$ cat src/rtl/hilo_pkg.sv
// Shared op codes and FSM state encoding for the Hi/Lo multiply/divide sequencer.
package hilo_pkg;

  localparam logic [2:0] OP_MULT  = 3'd0;
  localparam logic [2:0] OP_MULTU = 3'd1;
  localparam logic [2:0] OP_DIV   = 3'd2;
  localparam logic [2:0] OP_DIVU  = 3'd3;
  localparam logic [2:0] OP_MTHI  = 3'd4;
  localparam logic [2:0] OP_MTLO  = 3'd5;

  typedef enum logic [1:0] {
    ST_IDLE  = 2'd0,
    ST_RUN   = 2'd1,
    ST_FIX   = 2'd2,
    ST_WRITE = 2'd3
  } state_t;

endpackage

$ cat src/rtl/muldiv_iter_core.sv
// Iterative datapath: shift-add multiply or restoring divide on operand magnitudes,
// followed by a one-cycle sign correction.
module muldiv_iter_core #(
  parameter int WIDTH = 32
) (
  input  logic             clk,
  input  logic             load,
  input  logic             step,
  input  logic             fix,
  input  logic             signed_op,
  input  logic             div_op,
  input  logic [WIDTH-1:0] a,
  input  logic [WIDTH-1:0] b,
  output logic [WIDTH-1:0] hi_res,
  output logic [WIDTH-1:0] lo_res
);

  // hi_q: upper product half / remainder; lo_q: multiplier shifting out / quotient shifting in
  logic [WIDTH-1:0]   hi_q, lo_q, b_q;
  logic               div_q, neg_main, neg_rem;
  logic [WIDTH:0]     add_sum, shifted, diff;
  logic [2*WIDTH-1:0] prod_neg;

  function automatic logic [WIDTH-1:0] magnitude(input logic [WIDTH-1:0] v, input logic sgn);
    return (sgn && v[WIDTH-1]) ? -v : v;
  endfunction

  assign add_sum  = lo_q[0] ? ({1'b0, hi_q} + {1'b0, b_q}) : {1'b0, hi_q};
  assign shifted  = {hi_q, lo_q[WIDTH-1]};
  assign diff     = shifted - {1'b0, b_q};
  assign prod_neg = -{hi_q, lo_q};
  assign hi_res   = hi_q;
  assign lo_res   = lo_q;

  always_ff @(posedge clk) begin
    if (load) begin
      hi_q     <= '0;
      lo_q     <= magnitude(a, signed_op);
      b_q      <= magnitude(b, signed_op);
      div_q    <= div_op;
      neg_main <= signed_op & (a[WIDTH-1] ^ b[WIDTH-1]);
      neg_rem  <= signed_op & div_op & a[WIDTH-1];
    end else if (step) begin
      if (div_q) begin
        // A set borrow bit means the trial subtraction failed: restore
        if (!diff[WIDTH]) begin
          hi_q <= diff[WIDTH-1:0];
          lo_q <= {lo_q[WIDTH-2:0], 1'b1};
        end else begin
          hi_q <= shifted[WIDTH-1:0];
          lo_q <= {lo_q[WIDTH-2:0], 1'b0};
        end
      end else begin
        hi_q <= add_sum[WIDTH:1];
        lo_q <= {add_sum[0], lo_q[WIDTH-1:1]};
      end
    end else if (fix) begin
      if (div_q) begin
        if (neg_main) lo_q <= -lo_q;
        if (neg_rem)  hi_q <= -hi_q;
      end else if (neg_main) begin
        {hi_q, lo_q} <= prod_neg;
      end
    end
  end

endmodule

$ cat src/rtl/hilo_muldiv_controller.sv
// Sequences MULT/MULTU/DIV/DIVU/MTHI/MTLO into HiRegister/LoRegister writes and
// stalls the pipeline while an operation is in flight.
module hilo_muldiv_controller
  import hilo_pkg::*;
#(
  parameter int WIDTH = 32,
  parameter int CNT_W = 6
) (
  input  logic             clk,
  input  logic             reset,
  input  logic             op_valid,
  input  logic [2:0]       op_code,
  input  logic [WIDTH-1:0] rs_value,
  input  logic [WIDTH-1:0] rt_value,
  input  logic             mf_request,
  output logic             busy,
  output logic             stall,
  output logic             hi_enable,
  output logic             lo_enable,
  output logic [WIDTH-1:0] hi_pw,
  output logic [WIDTH-1:0] lo_pw,
  output logic             div_by_zero
);

  state_t           state, state_next;
  logic [CNT_W-1:0] count;
  logic             accept, is_div, zero_div, start, dbz, mthi, mtlo, signed_op;
  logic             load, step, fix;
  logic [WIDTH-1:0] hi_res, lo_res;

  // busy is still high in the WRITE cycle, so nothing is accepted until it drops
  assign accept    = (state == ST_IDLE) && !busy && op_valid;
  assign is_div    = (op_code == OP_DIV) || (op_code == OP_DIVU);
  assign zero_div  = is_div && (rt_value == '0);
  assign start     = accept && (op_code <= OP_DIVU) && !zero_div;
  assign dbz       = accept && zero_div;
  assign mthi      = accept && (op_code == OP_MTHI);
  assign mtlo      = accept && (op_code == OP_MTLO);
  assign signed_op = (op_code == OP_MULT) || (op_code == OP_DIV);
  assign stall     = busy & (op_valid | mf_request);

  muldiv_iter_core #(.WIDTH(WIDTH)) u_core (
    .clk       (clk),
    .load      (load),
    .step      (step),
    .fix       (fix),
    .signed_op (signed_op),
    .div_op    (is_div),
    .a         (rs_value),
    .b         (rt_value),
    .hi_res    (hi_res),
    .lo_res    (lo_res)
  );

  always_comb begin
    state_next = state;
    load       = 1'b0;
    step       = 1'b0;
    fix        = 1'b0;
    case (state)
      ST_IDLE: begin
        if (start) begin
          load       = 1'b1;
          state_next = ST_RUN;
        end
      end
      ST_RUN: begin
        step = 1'b1;
        if (count == CNT_W'(WIDTH - 1)) state_next = ST_FIX;
      end
      ST_FIX: begin
        fix        = 1'b1;
        state_next = ST_WRITE;
      end
      default: state_next = ST_IDLE;
    endcase
  end

  always_ff @(posedge clk) begin
    if (!reset) begin
      state       <= ST_IDLE;
      count       <= '0;
      busy        <= 1'b0;
      hi_enable   <= 1'b0;
      lo_enable   <= 1'b0;
      div_by_zero <= 1'b0;
      hi_pw       <= '0;
      lo_pw       <= '0;
    end else begin
      state       <= state_next;
      if (load)      count <= '0;
      else if (step) count <= count + 1'b1;
      busy        <= start | dbz | (state != ST_IDLE);
      hi_enable   <= mthi | dbz | (state == ST_WRITE);
      lo_enable   <= mtlo | dbz | (state == ST_WRITE);
      div_by_zero <= dbz;
      // A zero divisor short-circuits straight to the write: hi=dividend, lo=all ones
      if (mthi || dbz)           hi_pw <= rs_value;
      else if (state == ST_WRITE) hi_pw <= hi_res;
      if (mtlo)                  lo_pw <= rs_value;
      else if (dbz)              lo_pw <= '1;
      else if (state == ST_WRITE) lo_pw <= lo_res;
    end
  end

endmodule
$ cat config.mk
export PLATFORM = sky130hd
export DESIGN_NAME = hilo_muldiv_controller
export DESIGN_NICKNAME = d
export VERILOG_FILES = /design/src/rtl/hilo_pkg.sv /design/src/rtl/muldiv_iter_core.sv /design/src/rtl/hilo_muldiv_controller.sv
export SDC_FILE = /design/constraint.sdc
export NUM_CORES = 1
export LEC_CHECK = 0
export CAP_MARGIN = 10
export CELL_PAD_IN_SITES_DETAIL_PLACEMENT = 0
export CELL_PAD_IN_SITES_GLOBAL_PLACEMENT = 1
export CORE_UTILIZATION = 45
export DETAILED_ROUTE_END_ITERATION = 12
export GPL_ROUTABILITY_DRIVEN = 0
export GPL_TIMING_DRIVEN = 0
export PLACE_DENSITY = 0.88
export SYNTH_ARGS = -nofsm -noshare
export SYNTH_HDL_FRONTEND = slang
export SYNTH_HIERARCHICAL = 1
export SYNTH_SLANG_ARGS = --single-unit
$ cat constraint.sdc
create_clock -name clk -period 5.5 [get_ports clk]
set_input_delay 0.55 -clock clk [delete_from_list [all_inputs] [get_ports clk]]
set_output_delay 0.55 -clock clk [all_outputs]
set_load 0.01 [all_outputs]
# Word-level counts from Yosys, hierarchy flattened

Index checks and enable logic that the tools add are counted.

Output and inout bits: 69
Word-level logic and storage cells: 106
Bits in registers: 175
Bits of input ports: 71

Eq/ne operators: 11
Mux-type cells: 30
$lt $le $gt $ge: 1
Bitwise gates (word level): 13
Reduce and logical (&&, ||, !) cells: 29
Add/sub/neg operators: 8

Operators with widths:

| operator                                            | count |
|---|---|
| two-way mux 32 bit                                  | 21 |
| negation 32 bit                                     | 4 |
| negation 64 bit                                     | 1 |
| adder 32 x 32 -> 33 bit                             | 1 |
| two-way mux 33 bit                                  | 1 |
| subtractor 33 x 32 -> 33 bit                        | 1 |
| zero test 32 bit                                    | 1 |
| nonzero test 3 bit                                  | 4 |
| logical AND 1 bit                                   | 10 |
| OR 1 bit                                            | 7 |
| adder 6 x 1 -> 6 bit, second input constant         | 1 |
| equality test 3 x 2 -> 1 bit, second input constant | 2 |
| equality test 3 bit, second input constant          | 2 |
| equality test 6 x 5 -> 1 bit, second input constant | 1 |
| one-hot mux 2 bit (3 select lines)                  | 1 |
| nonzero test 2 bit                                  | 3 |
| two-way mux 1 bit                                   | 5 |
| bitwise AND 1 bit                                   | 4 |
| equality test 2 bit, second input constant          | 2 |
| two-way mux 2 bit                                   | 2 |
| != test 2 bit, second input constant                | 2 |
| AND reduction 2 bit                                 | 2 |
| <= comparator 3 x 2 -> 1 bit, second input constant | 1 |
| zero test 3 bit                                     | 1 |
| 9 further kinds                                     | 12 |

# Depth between registers and ports, before layout

Word-level depth: 9
Mapped depth: 13

# By module

The synthesis kept the hierarchy.

Modules (own cells, without submodules):

| module                 | area an instance (µm²) | instances | cells each |
|---|---|---|---|
| muldiv_iter_core       | 10,988.0               | 1         | 1,359 |
| hilo_muldiv_controller | 3,674.8                | 1         | 413 |

# Worst setup path before layout

No wires, ideal clock.

Path kind: reg-to-reg
Start: reg state[0]
End: reg u_core.lo_q[10] (netlist: u_core/lo_res[10]) (enable)
Buffers on the path: 2
Period minus slack after synthesis: 5.068 ns
Data arrival time: 4.679 ns
Slack: 0.432 ns
Setup time: 0.388 ns
Cell stages (with the launch flop): 9
Cell sequence: dfxtp_1 inv_1 ha_1 nand3b_1 clkbuf_1 nor3_1 clkbuf_1 nor2_1 nand2_1

Word-level cells in the longest chain between the ends: 9
Elaborated cells on any way between the ends: 14
Classes of those cells: 2 x eq/ne; 4 x mux; 8 x reduce/logical

Ends and longest elaborated chain:

| what                                     | line                                                       | source |
|---|---|---|
| start, declared                          | hilo_muldiv_controller.sv:25                               | `state_t state, state_next;` |
| start signal, assigned                   | hilo_muldiv_controller.sv:90                               | `state <= state_next;` |
| zero test 2 bit (*)                      | hilo_muldiv_controller.sv:32, hilo_muldiv_controller.sv:60 |  |
| logical AND 1 bit (2 in series)          | hilo_muldiv_controller.sv:32                               | `assign accept = (state == ST_IDLE) && !busy && op_valid;` |
| logical AND 1 bit (2 in series)          | hilo_muldiv_controller.sv:35                               | `assign start = accept && (op_code <= OP_DIVU) && !zero_div;` |
| two-way mux 1 bit                        | hilo_muldiv_controller.sv:62                               | `if (start) begin` |
| two-way mux 1 bit (*)                    | hilo_muldiv_controller.sv:60                               | `case (state)` |
| named net load                           | hilo_muldiv_controller.sv:28                               | `logic load, step, fix;` |
| nonzero test 3 bit (no source line)      | --                                                         |  |
| AND reduction 2 bit (no source line) (*) | --                                                         |  |
| end signal, assigned                     | muldiv_iter_core.sv:55                                     | `lo_q <= {add_sum[0], lo_q[WIDTH-1:1]};` |
| end signal, assigned                     | muldiv_iter_core.sv:59                                     | `if (neg_main) lo_q <= -lo_q;` |
| end signal, assigned                     | muldiv_iter_core.sv:62                                     | `{hi_q, lo_q} <= prod_neg;` |
| end, declared                            | muldiv_iter_core.sv:19                                     | `logic [WIDTH-1:0] hi_q, lo_q, b_q;` |

Mark *: on every way through the listed nets, which the timed path passes. The rest lies on a longest branch.
A chain may end at the register's enable or synchronous reset.

# Final worst setup path

Start: in rt_value[31]
End: reg u_core.lo_q[8] (netlist: u_core/lo_res[8]) (enable)

Word-level cells in the longest chain between the ends: 8
Elaborated cells on any way between the ends: 9
Classes of those cells: 2 x mux; 7 x reduce/logical

Ends and longest elaborated chain:

| what                                     | line                         | source |
|---|---|---|
| start, declared                          | hilo_muldiv_controller.sv:14 | `input logic [WIDTH-1:0] rt_value,` |
| zero test 32 bit (*)                     | hilo_muldiv_controller.sv:34 | `assign zero_div = is_div && (rt_value == '0);` |
| logical AND 1 bit (*)                    | hilo_muldiv_controller.sv:34 |  |
| zero test 1 bit (*)                      | hilo_muldiv_controller.sv:35 |  |
| logical AND 1 bit (*)                    | hilo_muldiv_controller.sv:35 |  |
| two-way mux 1 bit (*)                    | hilo_muldiv_controller.sv:62 |  |
| two-way mux 1 bit (*)                    | hilo_muldiv_controller.sv:60 |  |
| named net load                           | hilo_muldiv_controller.sv:28 |  |
| nonzero test 3 bit (no source line)      | --                           |  |
| AND reduction 2 bit (no source line) (*) | --                           |  |

Marked as above.

==> qor.csv <==
stage;metric;value;unit
outcome;status;completed;
sta;final worst setup slack;0.235;ns
sta;maximum clock rate;190;MHz
setup_path;Critical Path Start Type;input port;
run;max-cap viol count;0;
yosys;Synth Area in XOR/XNOR;9.62;%
floorplan;Die ar.;33300;sq um
yosys;Synth Area in Adders;6.50;%
setup_path;CP cell instances;clkdlybuf4s50_1 -> nor4_1 -> nand4_1 -> nor3_1 -> nor3_2 -> clkbuf_1 -> nor2_1 -> nand2_2;
power;Clock Power Share;14.3;%
global_routing;largest net degree at the start of global routing;32;
floorplan;# IOs;140;
hold_path;Worst Hold Class;flip-flop to flip-flop;
yosys;largest family of logic cells by synthesized area;compound AO/OA/AOI/OAI gates;
clocking;cts hold-fix bufs;0;
yosys;most common cell in the netlist;a21oi_1;
yosys;number of synthesized flops with an enable pin;67;
setup_path;crit path max fanout;31;
setup_path;Worst Setup Path Type;input port to flip-flop;
clocking;root buffer cell;clkbuf_16;
yosys;Post-Synth Simple-Gate Area;16.7;%
place;Post-DP HPWL;41200;um
drt;DR vias;15100;
drt;DRT iter0 DRCs;1820;
yosys;Yosys top cell area share;14.7;%
power;Comb pwr share;58.1;%
global_routing;antenna violations before repair;1;
drt;final WL;54000;um
clocking;TritonCTS Sinks;175;
floorplan;Core Rows;65;
power;P_sw;0.00429;W
layout;register area;4170;sq um
yosys;Post-Syn Area;14700;sq um
layout;# nets final;2079;
layout;FILL cells;3008;
drt;Routed WL per cell;22.7;um
yosys;sequential share of the synthesized area;28.5;%
sta;clk_skew;0.0164;ns
layout;area grow syn2layout;17.5;%
sta;number of max-slew violations in the final report;0;
floorplan;Die Wd;183;um
yosys;Mapped Cells;1772;
sta;RSZ-0062 raised after global routing;false;
sta;Tcrit/Tclk final;95.7;%
drt;DRC Markers;0;
sta;final setup violating endpoints;0;
layout;Multi-input gate area;9770;sq um
layout;Final Util;54.2;%
yosys;syn avg cell area;8.27;sq um
yosys;Post-synth ARST share;0;%
global_routing;vias in the first global route;14200;
layout;share of cells above drive strength 1;4.73;%
yosys;Synth Area in Compound Gates;27.3;%
yosys;synth top area cells;dfxtp_1, edfxtp_1, ha_1;
clocking;clk slew on worst S/H paths;0.07;ns
power;leakage;6.62;nW
setup_path;Critical Path RT;5.46;ns
power;sequential share of power;27.6;%
global_routing;first-pass GRT wire length;82200;um
sta;Slew HR;13.8;%
sta;worst-margin pin slew;1.29;ns
yosys;synth unique cells;90;
yosys;Mapped Nets;1918;
power;Max IR drop VDD;0.000250;V
sta;Hold Fails Final Rpt;0;
clocking;post-CTS sizing;0;
yosys;Synth Flop Type;dfxtp_1;
yosys;Yosys top cell by area;dfxtp_1;
setup_path;CP Capture Type;flip-flop;
setup_path;slowest CP cell;nor2_1;
yosys;Ys Warns;6;
place;Port Buffers;138;
sta;final hold slack;0.472;ns
power;Power Density;503;nW/um^2
clocking;CTS Buf Count;17;
place;Place WS;0.0929;ns
setup_path;Arrival @ worst endpoint;5.23;ns
clocking;CTS tree;yes;
drt;ANT nets after route;0;
drt;drt pass-1 iters;8;
sta;Period minus WS final;5.26;ns
global_routing;grt ovf;0;
power;Int Power;0.00438;W
clocking;postcts setup bufs;0;
yosys;multiplexer share of the synthesized area;6.47;%
floorplan;Starting Density;46.1;%
floorplan;CORE AREA;31800;sq um
power;switch share;49.5;%
global_routing;Total GRT Usage;32.1;%
drt;number of vias per cell;6.35;
yosys;commonest cells in the netlist;a21oi_1, o21ai_0, nand2_1;
yosys;#FFs+latches synth;175;
setup_path;Critical Path Max Stage Delay;1.00;ns
clocking;clock buffer depth;2;
clocking;htree depth;4;
clocking;clock latency at the later pin of the worst-skew pair;0.46;ns
floorplan;Die Height;183;um
[registers in the layout, indices dropped and copies added (netlist names)]
signal / cells
u_core/div_q: 1
u_core/hi_res: 32
u_core/neg_rem: 1
hi_pw: 32
u_core/b_q: 32
u_core/lo_res: 32
state: 2
lo_pw: 32
u_core/neg_main: 1
div_by_zero: 1
lo_enable: 1
count: 6
hi_enable: 1
busy: 1
[per-layer routing]
metal | track usage [%] | vias up | wire [um]
li1 | - | 6953 | -
met1 | 43.8 | 7173 | 22700
met2 | 48.8 | 866 | 23400
met3 | 7.06 | 122 | 6120
met4 | 13.1 | 0 | 1870
met5 | 0 | - | 0
[worst max-delay path: cells and delay by family]
family | cells | cell delay, ns
and+or+nand+nor | 6 | 3.80
buffers and inverters | 2 | 0.85
[power by group through the flow]
stage                     logic [W]  clock network, W  registers [W]
after floorplan             0.00347                 0        0.00219
after global placement      0.00475                 0        0.00241
after detailed placement    0.00483                 0        0.00240
after CTS                   0.00487           0.00125        0.00237
after global routing        0.00540           0.00130        0.00243
final                       0.00504           0.00124        0.00239
[stage by stage]
stage	total power, W	instance area [sq um]	setup TNS, ns	std cells
floorplan	0.00566	14700	0	1772
global placement	0.00716	16600	-192.47	2345
detailed placement	0.00723	16600	0	2349
CTS	0.00850	17200	0	2381
global route	0.00914	17200	0	2381
finish	0.00867	17200	0	2382
[path summary, 6_finish.rpt]
kind / startpoint / endpoint / slack (ns) / cells past startpoint
setup / recovery: rt_value[31] / u_core/lo_res[8] / 0.24 / 8
hold / removal: lo_pw[25] / lo_pw[25] / 0.47 / 2
setup reg to reg: u_core/hi_res[0] / u_core/lo_res[0] / 0.97 / 12
hold reg to reg: lo_pw[25] / lo_pw[25] / 0.47 / 2
[cells in the final DEF (no fill, tap or decap), types with 8 or more instances in the layout]
cell | netlist | layout
a31oi_1 | 26 | 26
buf_6 | 6 | 8
xnor2_1 | 87 | 87
nand4_1 | 14 | 14
mux2i_1 | 82 | 82
a311oi_1 | 8 | 8
edfxtp_1 | 67 | 67
o21a_1 | 14 | 14
nand2b_1 | 14 | 14
and2_1 | 14 | 14
mux2_2 | 8 | 8
ha_1 | 73 | 73
or3_1 | 16 | 16
clkbuf_16 | 0 | 18
nand2_1 | 128 | 127
xor2_1 | 74 | 74
and3_1 | 16 | 16
nand3_1 | 29 | 29
a21o_1 | 28 | 28
clkbuf_1 | 74 | 74
o22ai_1 | 38 | 38
o211ai_1 | 16 | 16
inv_1 | 77 | 77
nor2b_1 | 16 | 16
dfxtp_1 | 108 | 108
a21oi_1 | 143 | 143
o21ai_0 | 139 | 139
nor2_1 | 118 | 118
nor4_1 | 33 | 33
buf_2 | 10 | 11
o211a_1 | 30 | 30
o31ai_1 | 27 | 27
clkdlybuf4s50_1 | 0 | 138
a211oi_1 | 67 | 67
nor3_1 | 43 | 42
[final cells by class]
cell class | count | area share (%)
clock inverter | 14 | 0.813
tap | 435 | 3.16
multi-input combinational | 1421 | 56.7
timing repair buffer | 142 | 8.26
sequential | 175 | 24.2
inverter | 78 | 1.70
clock buffer | 18 | 2.61
buffer | 98 | 2.49
antenna | 1 | 0.0145
[cells by family (layout without fill, tap and decap cells)]
kind of cell | Yosys count | after routing
compound gates | 609 | 609
xor+xnor | 161 | 161
fa+ha+maj | 75 | 75
buf+inv | 176 | 350
flops | 175 | 175
mux | 92 | 92
other cells | 0 | 1
simple gates | 484 | 484
No activity file was read; power rests on OpenSTA's default activity.
